--- config.mk ---
export PLATFORM = sky130hd
export DESIGN_NAME = md_issue_ctrl_flat
export DESIGN_NICKNAME = d
export VERILOG_FILES = /design/src/rtl/md_pkg.sv /design/src/rtl/md_issue_ctrl_if.sv /design/src/rtl/md_decode.sv /design/src/rtl/md_issue_ctrl.sv /design/src/flat_wrapper.sv
export SDC_FILE = /design/constraint.sdc
export NUM_CORES = 1
export LEC_CHECK = 0
export BUFFER_PORTS_ARGS = -buffer_cell sky130_fd_sc_hd__buf_4
export CELL_PAD_IN_SITES_DETAIL_PLACEMENT = 0
export CELL_PAD_IN_SITES_GLOBAL_PLACEMENT = 1
export CORE_MARGIN = 8
export CORE_UTILIZATION = 24
export DETAILED_ROUTE_END_ITERATION = 7
export PLACE_DENSITY_LB_ADDON = 0.1
export SLEW_MARGIN = 20
export SYNTH_ARGS = -nofsm -noshare
export SYNTH_HDL_FRONTEND = slang
export SYNTH_SLANG_ARGS = --single-unit
--- constraint.sdc ---
create_clock -name clk -period 2.55 [get_ports clk]
set_input_delay 0.1275 -clock clk [delete_from_list [all_inputs] [get_ports clk]]
set_output_delay 0.1275 -clock clk [all_outputs]
set_load 0.01 [all_outputs]
--- src/rtl/md_pkg.sv ---
// Shared definitions for the multiply/divide issue controller: funct codes,
// unit opcode encoding, instruction classes and default latencies.
package md_pkg;

  localparam int unsigned MUL_LAT_DEF = 5;
  localparam int unsigned DIV_LAT_DEF = 10;
  localparam int unsigned CNT_W_DEF   = 4;

  localparam logic [5:0] OPC_SPECIAL = 6'b000000;

  localparam logic [5:0] FUNCT_MULT  = 6'b011000;
  localparam logic [5:0] FUNCT_MULTU = 6'b011001;
  localparam logic [5:0] FUNCT_DIV   = 6'b011010;
  localparam logic [5:0] FUNCT_DIVU  = 6'b011011;
  localparam logic [5:0] FUNCT_MFHI  = 6'b010000;
  localparam logic [5:0] FUNCT_MTHI  = 6'b010001;
  localparam logic [5:0] FUNCT_MFLO  = 6'b010010;
  localparam logic [5:0] FUNCT_MTLO  = 6'b010011;

  typedef enum logic [1:0] {
    OP_MULT  = 2'd0,
    OP_MULTU = 2'd1,
    OP_DIV   = 2'd2,
    OP_DIVU  = 2'd3
  } md_op_e;

  typedef enum logic [1:0] {
    CLS_NONE  = 2'd0,
    CLS_START = 2'd1,
    CLS_MF    = 2'd2,
    CLS_MT    = 2'd3
  } md_class_e;

  typedef enum logic {
    ST_IDLE = 1'b0,
    ST_BUSY = 1'b1
  } md_state_e;

endpackage

--- src/rtl/md_issue_ctrl_if.sv ---
// Pipeline-side bundle of the mul/div issue controller: D/E-stage inputs,
// unit handshake and hazard/status outputs.
interface md_issue_ctrl_if;

  logic [31:0] ir_d;
  logic [31:0] ir_e;
  logic        valid_e;
  logic        flush_e;
  logic [31:0] rs_e;
  logic [31:0] rt_e;
  logic        md_busy;
  logic        md_start;
  logic [31:0] md_a;
  logic [31:0] md_b;
  logic [1:0]  md_op;
  logic        stall_d;
  logic        busy_err;
  logic [31:0] stall_cnt;

  modport master (
    output ir_d, ir_e, valid_e, flush_e, rs_e, rt_e, md_busy,
    input  md_start, md_a, md_b, md_op, stall_d, busy_err, stall_cnt
  );

  modport slave (
    input  ir_d, ir_e, valid_e, flush_e, rs_e, rt_e, md_busy,
    output md_start, md_a, md_b, md_op, stall_d, busy_err, stall_cnt
  );

endinterface

--- src/rtl/md_decode.sv ---
// Combinational classifier: maps an instruction's opcode/funct fields to its
// mul/div class and the unit opcode.
module md_decode
  import md_pkg::*;
(
  input  logic [5:0] opcode,
  input  logic [5:0] funct,
  output md_class_e  cls,
  output md_op_e     op
);

  always_comb begin
    cls = CLS_NONE;
    op  = md_op_e'(funct[1:0]);
    if (opcode == OPC_SPECIAL) begin
      case (funct)
        FUNCT_MULT, FUNCT_MULTU, FUNCT_DIV, FUNCT_DIVU: cls = CLS_START;
        FUNCT_MFHI, FUNCT_MFLO:                         cls = CLS_MF;
        FUNCT_MTHI, FUNCT_MTLO:                         cls = CLS_MT;
        default:                                        cls = CLS_NONE;
      endcase
    end
  end

endmodule

--- src/rtl/md_issue_ctrl.sv ---
// Issue/hazard controller in front of the multiply/divide unit: starts operations,
// tracks a shadow busy window, stalls dependent D-stage ops, checks the unit's busy.
module md_issue_ctrl
  import md_pkg::*;
#(
  parameter int unsigned MUL_LAT = MUL_LAT_DEF,
  parameter int unsigned DIV_LAT = DIV_LAT_DEF,
  parameter int unsigned CNT_W   = CNT_W_DEF
) (
  input  logic          clk,
  input  logic          reset,
  md_issue_ctrl_if.slave bus
);

  localparam logic [CNT_W-1:0] MUL_CNT = CNT_W'(MUL_LAT);
  localparam logic [CNT_W-1:0] DIV_CNT = CNT_W'(DIV_LAT);
  localparam logic [CNT_W-1:0] CNT_ONE = CNT_W'(1);

  md_class_e        cls_d;
  md_class_e        cls_e;
  md_op_e           op_e;
  md_op_e           unused_op_d;

  md_state_e        state_q, state_d;
  logic [CNT_W-1:0] cnt_q, cnt_d;
  logic             busy_err_q, busy_err_d;
  logic [31:0]      stall_cnt_q, stall_cnt_d;

  logic             go_e;
  logic             start;
  logic             stall;
  logic             shadow_busy;

  md_decode u_dec_d (
    .opcode (bus.ir_d[31:26]),
    .funct  (bus.ir_d[5:0]),
    .cls    (cls_d),
    .op     (unused_op_d)
  );

  md_decode u_dec_e (
    .opcode (bus.ir_e[31:26]),
    .funct  (bus.ir_e[5:0]),
    .cls    (cls_e),
    .op     (op_e)
  );

  // Issue, hazard, shadow-busy countdown, cross-check and stall statistics.
  always_comb begin
    state_d     = state_q;
    cnt_d       = cnt_q;
    busy_err_d  = busy_err_q;
    stall_cnt_d = stall_cnt_q;

    shadow_busy = (state_q == ST_BUSY);
    go_e        = bus.valid_e & ~bus.flush_e & (cls_e == CLS_START);
    start       = ~reset & go_e & ~shadow_busy;
    stall       = ~reset & (cls_d != CLS_NONE) & (shadow_busy | go_e);

    if (!shadow_busy) begin
      if (start) begin
        state_d = ST_BUSY;
        cnt_d   = ((op_e == OP_DIV) || (op_e == OP_DIVU)) ? DIV_CNT : MUL_CNT;
      end
    end else if (cnt_q == CNT_ONE) begin
      state_d = ST_IDLE;
      cnt_d   = '0;
    end else begin
      cnt_d = cnt_q - CNT_ONE;
    end

    // The unit only raises busy after the start edge, so that edge is not checked.
    if (!start && (shadow_busy != bus.md_busy)) busy_err_d = 1'b1;
    if (go_e && shadow_busy)                   busy_err_d = 1'b1;

    if (stall) stall_cnt_d = stall_cnt_q + 32'd1;
  end

  always_ff @(posedge clk) begin
    if (reset) begin
      state_q     <= ST_IDLE;
      cnt_q       <= '0;
      busy_err_q  <= 1'b0;
      stall_cnt_q <= '0;
    end else begin
      state_q     <= state_d;
      cnt_q       <= cnt_d;
      busy_err_q  <= busy_err_d;
      stall_cnt_q <= stall_cnt_d;
    end
  end

  assign bus.md_start  = start;
  assign bus.md_a      = bus.rs_e;
  assign bus.md_b      = bus.rt_e;
  assign bus.md_op     = 2'(op_e);
  assign bus.stall_d   = stall;
  assign bus.busy_err  = busy_err_q;
  assign bus.stall_cnt = stall_cnt_q;

endmodule

--- src/flat_wrapper.sv ---
// flat-port wrapper written by rule: the top's interface ports become plain ports
module md_issue_ctrl_flat import md_pkg::*;
#(
  parameter int unsigned MUL_LAT = MUL_LAT_DEF,
  parameter int unsigned DIV_LAT = DIV_LAT_DEF,
  parameter int unsigned CNT_W   = CNT_W_DEF
)
  (clk, reset, bus_ir_d, bus_ir_e, bus_valid_e, bus_flush_e, bus_rs_e, bus_rt_e, bus_md_busy, bus_md_start, bus_md_a, bus_md_b, bus_md_op, bus_stall_d, bus_busy_err, bus_stall_cnt);
  md_issue_ctrl_if bus_i ();
  input  logic clk;
  input  logic reset;
  input wire logic [$bits(bus_i.ir_d)-1:0] bus_ir_d;
  input wire logic [$bits(bus_i.ir_e)-1:0] bus_ir_e;
  input wire logic [$bits(bus_i.valid_e)-1:0] bus_valid_e;
  input wire logic [$bits(bus_i.flush_e)-1:0] bus_flush_e;
  input wire logic [$bits(bus_i.rs_e)-1:0] bus_rs_e;
  input wire logic [$bits(bus_i.rt_e)-1:0] bus_rt_e;
  input wire logic [$bits(bus_i.md_busy)-1:0] bus_md_busy;
  output wire logic [$bits(bus_i.md_start)-1:0] bus_md_start;
  output wire logic [$bits(bus_i.md_a)-1:0] bus_md_a;
  output wire logic [$bits(bus_i.md_b)-1:0] bus_md_b;
  output wire logic [$bits(bus_i.md_op)-1:0] bus_md_op;
  output wire logic [$bits(bus_i.stall_d)-1:0] bus_stall_d;
  output wire logic [$bits(bus_i.busy_err)-1:0] bus_busy_err;
  output wire logic [$bits(bus_i.stall_cnt)-1:0] bus_stall_cnt;
  assign bus_i.ir_d = bus_ir_d;
  assign bus_i.ir_e = bus_ir_e;
  assign bus_i.valid_e = bus_valid_e;
  assign bus_i.flush_e = bus_flush_e;
  assign bus_i.rs_e = bus_rs_e;
  assign bus_i.rt_e = bus_rt_e;
  assign bus_i.md_busy = bus_md_busy;
  assign bus_md_start = bus_i.md_start;
  assign bus_md_a = bus_i.md_a;
  assign bus_md_b = bus_i.md_b;
  assign bus_md_op = bus_i.md_op;
  assign bus_stall_d = bus_i.stall_d;
  assign bus_busy_err = bus_i.busy_err;
  assign bus_stall_cnt = bus_i.stall_cnt;
  md_issue_ctrl #(.MUL_LAT(MUL_LAT), .DIV_LAT(DIV_LAT), .CNT_W(CNT_W)) u_core (.clk(clk), .reset(reset), .bus(bus_i));
endmodule
==> results.py <==
metrics = {
    "clock_tree": {
        "htreeDepth": 2,
        "cts_tree": "done",
        "clock_latency_ps": 300,
        "ctsResizeCount": 0,
        "cts_setup_buffers": 0,
        "cts.clk_slew.worst_paths_ps": 90,
        "holdBufCountCts": 0,
        "clk_path_buf_depth": 2,
        "cts_inserted_buffers": 5,
        "cts_sinks": 38,
        "cts_root_buf": "clkbuf_8",
    },
    "setup_path": {
        "slowest_stage": "or4_1",
        "cp-start-kind": "register",
        "cp_cell_sequence": "ha_1 -> nand3_2 -> or4_1 -> or4_1 -> or3_1 -> a21oi_1",
        "rr_worst_depth": 6,
        "r2r_slack_ps": 180,
        "rr_startpoint": "u_core.bus.stall_cnt[0]$_SDFFE_PP0P_",
        "path_max_fanout": 8,
        "critPathMaxStageDelay_ps": 650,
        "critical_path_class": "reg2reg",
        "cp-end-kind": "register",
        "required_ps": 2790,
        "worstPathBufferInverterCount": 0,
        "arrival_ps": 2610,
        "critical_path.top_delay_family": "simple AND/OR/NAND/NOR gates",
        "crit_top_cell": "or4_1",
        "rr_endpoint": "u_core.bus.stall_cnt[26]$_SDFFE_PP0P_",
    },
    "synthesis": {
        "syn_area_um2": 2460,
        "synth.area.top_cells": "dfxtp_1 31%, buf_4 20%, xnor2_1 6.4%",
        "synth_edf_count": 0,
        "synth_seq_cells": 38,
        "syn_area_per_cell_um2": 8.08,
        "yosysMostFrequentCell": "buf_4",
        "synth.lib_cells_used.distinct": 42,
        "yosysWarnings": 0,
        "synthFlopType": "dfxtp_1",
        "yosysSeqAreaShare": 0.309,
        "synth_common_cells": "66 x buf_4, 38 x dfxtp_1, 27 x nor2_1",
        "yosysTopAreaCell": "dfxtp_1",
        "synthArstFlopShare": 0,
        "synth_top_area_frac": 0.309,
        "netlist_instances": 305,
        "syn-num-nets": 441,
    },
    "place": {
        "placed_cell_area_um2": 2680,
        "dp_hpwl_mm": 4.94,
        "io_buffers": 60,
        "gp_congestion": 0.704,
    },
    "worst_hold_path": {
        "hold_class": "in2reg",
        "hold_path.startpoint": "bus_md_busy",
        "min_delay_path_depth": 4,
        "whs_endpoint": "u_core.bus.busy_err$_SDFFE_PP0P_",
    },
    "route": {
        "drcViolationCount": 0,
        "drtPass1Iterations": 4,
        "vias_per_cell": 4.46,
        "drt_iter0_drc": 51,
        "routed_wl_mm": 6.73,
        "via_count": 1997,
        "wl_per_cell_um": 15.0,
        "detail-route-antenna-nets": 0,
    },
    "global_routing": {
        "grt_pass1_wl_mm": 10.9,
        "met2_usage": 0.145,
        "grt_pass1_vias": 2001,
        "antenna_found_initial": 0,
        "overflow": 0,
        "use_met1": 0.116,
        "grt.met3_usage": 0.0365,
        "gr-max-usage-layer": "met2",
        "track_usage": 0.0959,
        "grt_max_degree": 41,
    },
    "timing": {
        "fin_skew_ps": 10.8,
        "max_freq_ghz": 0.422,
        "slew-limit-headroom": 0.688,
        "rsz0062_at_grt": "false",
        "finalMaxSlewViolations": 0,
        "fin_crit_ps": 2370,
        "worst_pin_slew_ps": 468,
        "final-setup-viol-count": 0,
        "fin_hold_ws_ps": 169,
        "fin_crit_sh": 0.930,
        "timing.final.hold_violations": 0,
        "finalSetupTns_ps": 0,
    },
    "finish": {
        "layout-area-overhead-vs-synth_pct": 13.0,
        "drive_above_1_share": 0.314,
        "n_fill_cell": 1093,
        "fin_area_um2": 2790,
        "antenna_cells": 0,
        "nNetsFinal": 447,
    },
    "floorplanning": {
        "die_w_um": 117,
        "die_h_um": 117,
        "placementRows": 37,
        "die-area_um2": 13800,
        "initial_core_util": 0.243,
        "io_pins": 234,
        "core_area_um2": 10100,
    },
    "status": {
        "status": "complete, no violations",
    },
    "power": {
        "p_leak_uw": 0.00103,
        "powerDensity_nw_per_um2": 424,
        "ir_drop_mv": 0.202,
    },
    "job": {
        "drv_cap": 0,
    },
}
[area by class of cell]
| type | instances | area [um2] | share of cell area |
|---|---|---|---|
| inverter | 3 | 11.3 | 0.00404 |
| clock buffer | 6 | 72.6 | 0.0260 |
| tap | 136 | 170 | 0.0611 |
| sequential | 38 | 761 | 0.273 |
| multi-input combinational | 184 | 1140 | 0.410 |
| clock inverter | 2 | 37.5 | 0.0135 |
| timing repair buffer | 79 | 593 | 0.213 |
[sequential cells by signal, indices dropped and copies added, names as in the netlist]
| signal | count |
|---|---|
| u_core.bus.busy_err | 1 |
| u_core.shadow_busy | 1 |
| u_core.cnt_q | 4 |
| u_core.bus.stall_cnt | 32 |
[through the flow]
stage | setup WS [ps] | utilization | std cells | total power (uW)
2_1_floorplan | 132 | - | 305 | 730
3_3_place_gp | 155 | 0.264 | 440 | 664
3_5_place_dp | 171 | 0.264 | 440 | 665
4_1_cts | 145 | 0.275 | 448 | 1210
5_1_grt | 1.38 | 0.275 | 448 | 1240
6_report | 179 | 0.275 | 448 | 1180
[worst reg2reg max path, cell delays in order (launching register included)]
cell     delay, ps
dfxtp_1        350
ha_1           190
nand3_2         90
or4_1          530
or4_1          650
or3_1          360
a21oi_1        140
[per-layer routing]
layer,part of all wire,vias to the layer above
li1,-,1007
met4,0.032,0
met2,0.43,52
met5,0,-
met1,0.46,910
met3,0.069,28
[placed cells by master (no fill, tap or decap), types with 8 or more instances in the layout]
master,synthesis,final
buf_4,66,79
or3_1,10,10
nand3_1,14,14
dfxtp_1,38,38
nor2_1,27,27
xnor2_1,18,18
nor3_1,8,8
and3_1,8,8
o21ai_0,13,13
nor4_1,12,12
nand2_1,15,15
a21oi_1,15,15
[power by group]
group / internal [uW] / switching, uW / total, uW
Clock: 292 / 240 / 532
Sequential: 594 / 0.680 / 595
Combinational: 30.5 / 23.7 / 54.2
[cell families (layout without fill, tap and decap cells)]
logic type               after synthesis  after routing  share of synthesized area
AND/OR/NAND/NOR                      123            123                      0.283
buffers and inverters                 83             90                      0.231
flip-flops                            38             38                      0.309
AO/OA/AOI/OAI                         35             35                     0.0777
XOR/XNOR                              19             19                     0.0675
multiplexers                           4              4                     0.0173
adder cells (fa/ha/maj)                3              3                     0.0152
[worst max path at each step]
stage / startpoint / to / slack, ps / cells past startpoint
5_1_grt: u_core.bus.stall_cnt[0]$_SDFFE_PP0P_ / u_core.bus.stall_cnt[30]$_SDFFE_PP0P_ / 1 / 6
2_1_floorplan: u_core.bus.stall_cnt[0]$_SDFFE_PP0P_ / u_core.bus.stall_cnt[26]$_SDFFE_PP0P_ / 130 / 8
6_report: u_core.bus.stall_cnt[0]$_SDFFE_PP0P_ / u_core.bus.stall_cnt[26]$_SDFFE_PP0P_ / 180 / 6
3_3_place_gp: u_core.bus.stall_cnt[0]$_SDFFE_PP0P_ / u_core.bus.stall_cnt[28]$_SDFFE_PP0P_ / 160 / 6
3_5_place_dp: u_core.bus.stall_cnt[0]$_SDFFE_PP0P_ / u_core.bus.stall_cnt[28]$_SDFFE_PP0P_ / 170 / 6
4_1_cts: u_core.bus.stall_cnt[0]$_SDFFE_PP0P_ / u_core.bus.stall_cnt[28]$_SDFFE_PP0P_ / 140 / 6
Power figures use the tool's default switching activity.
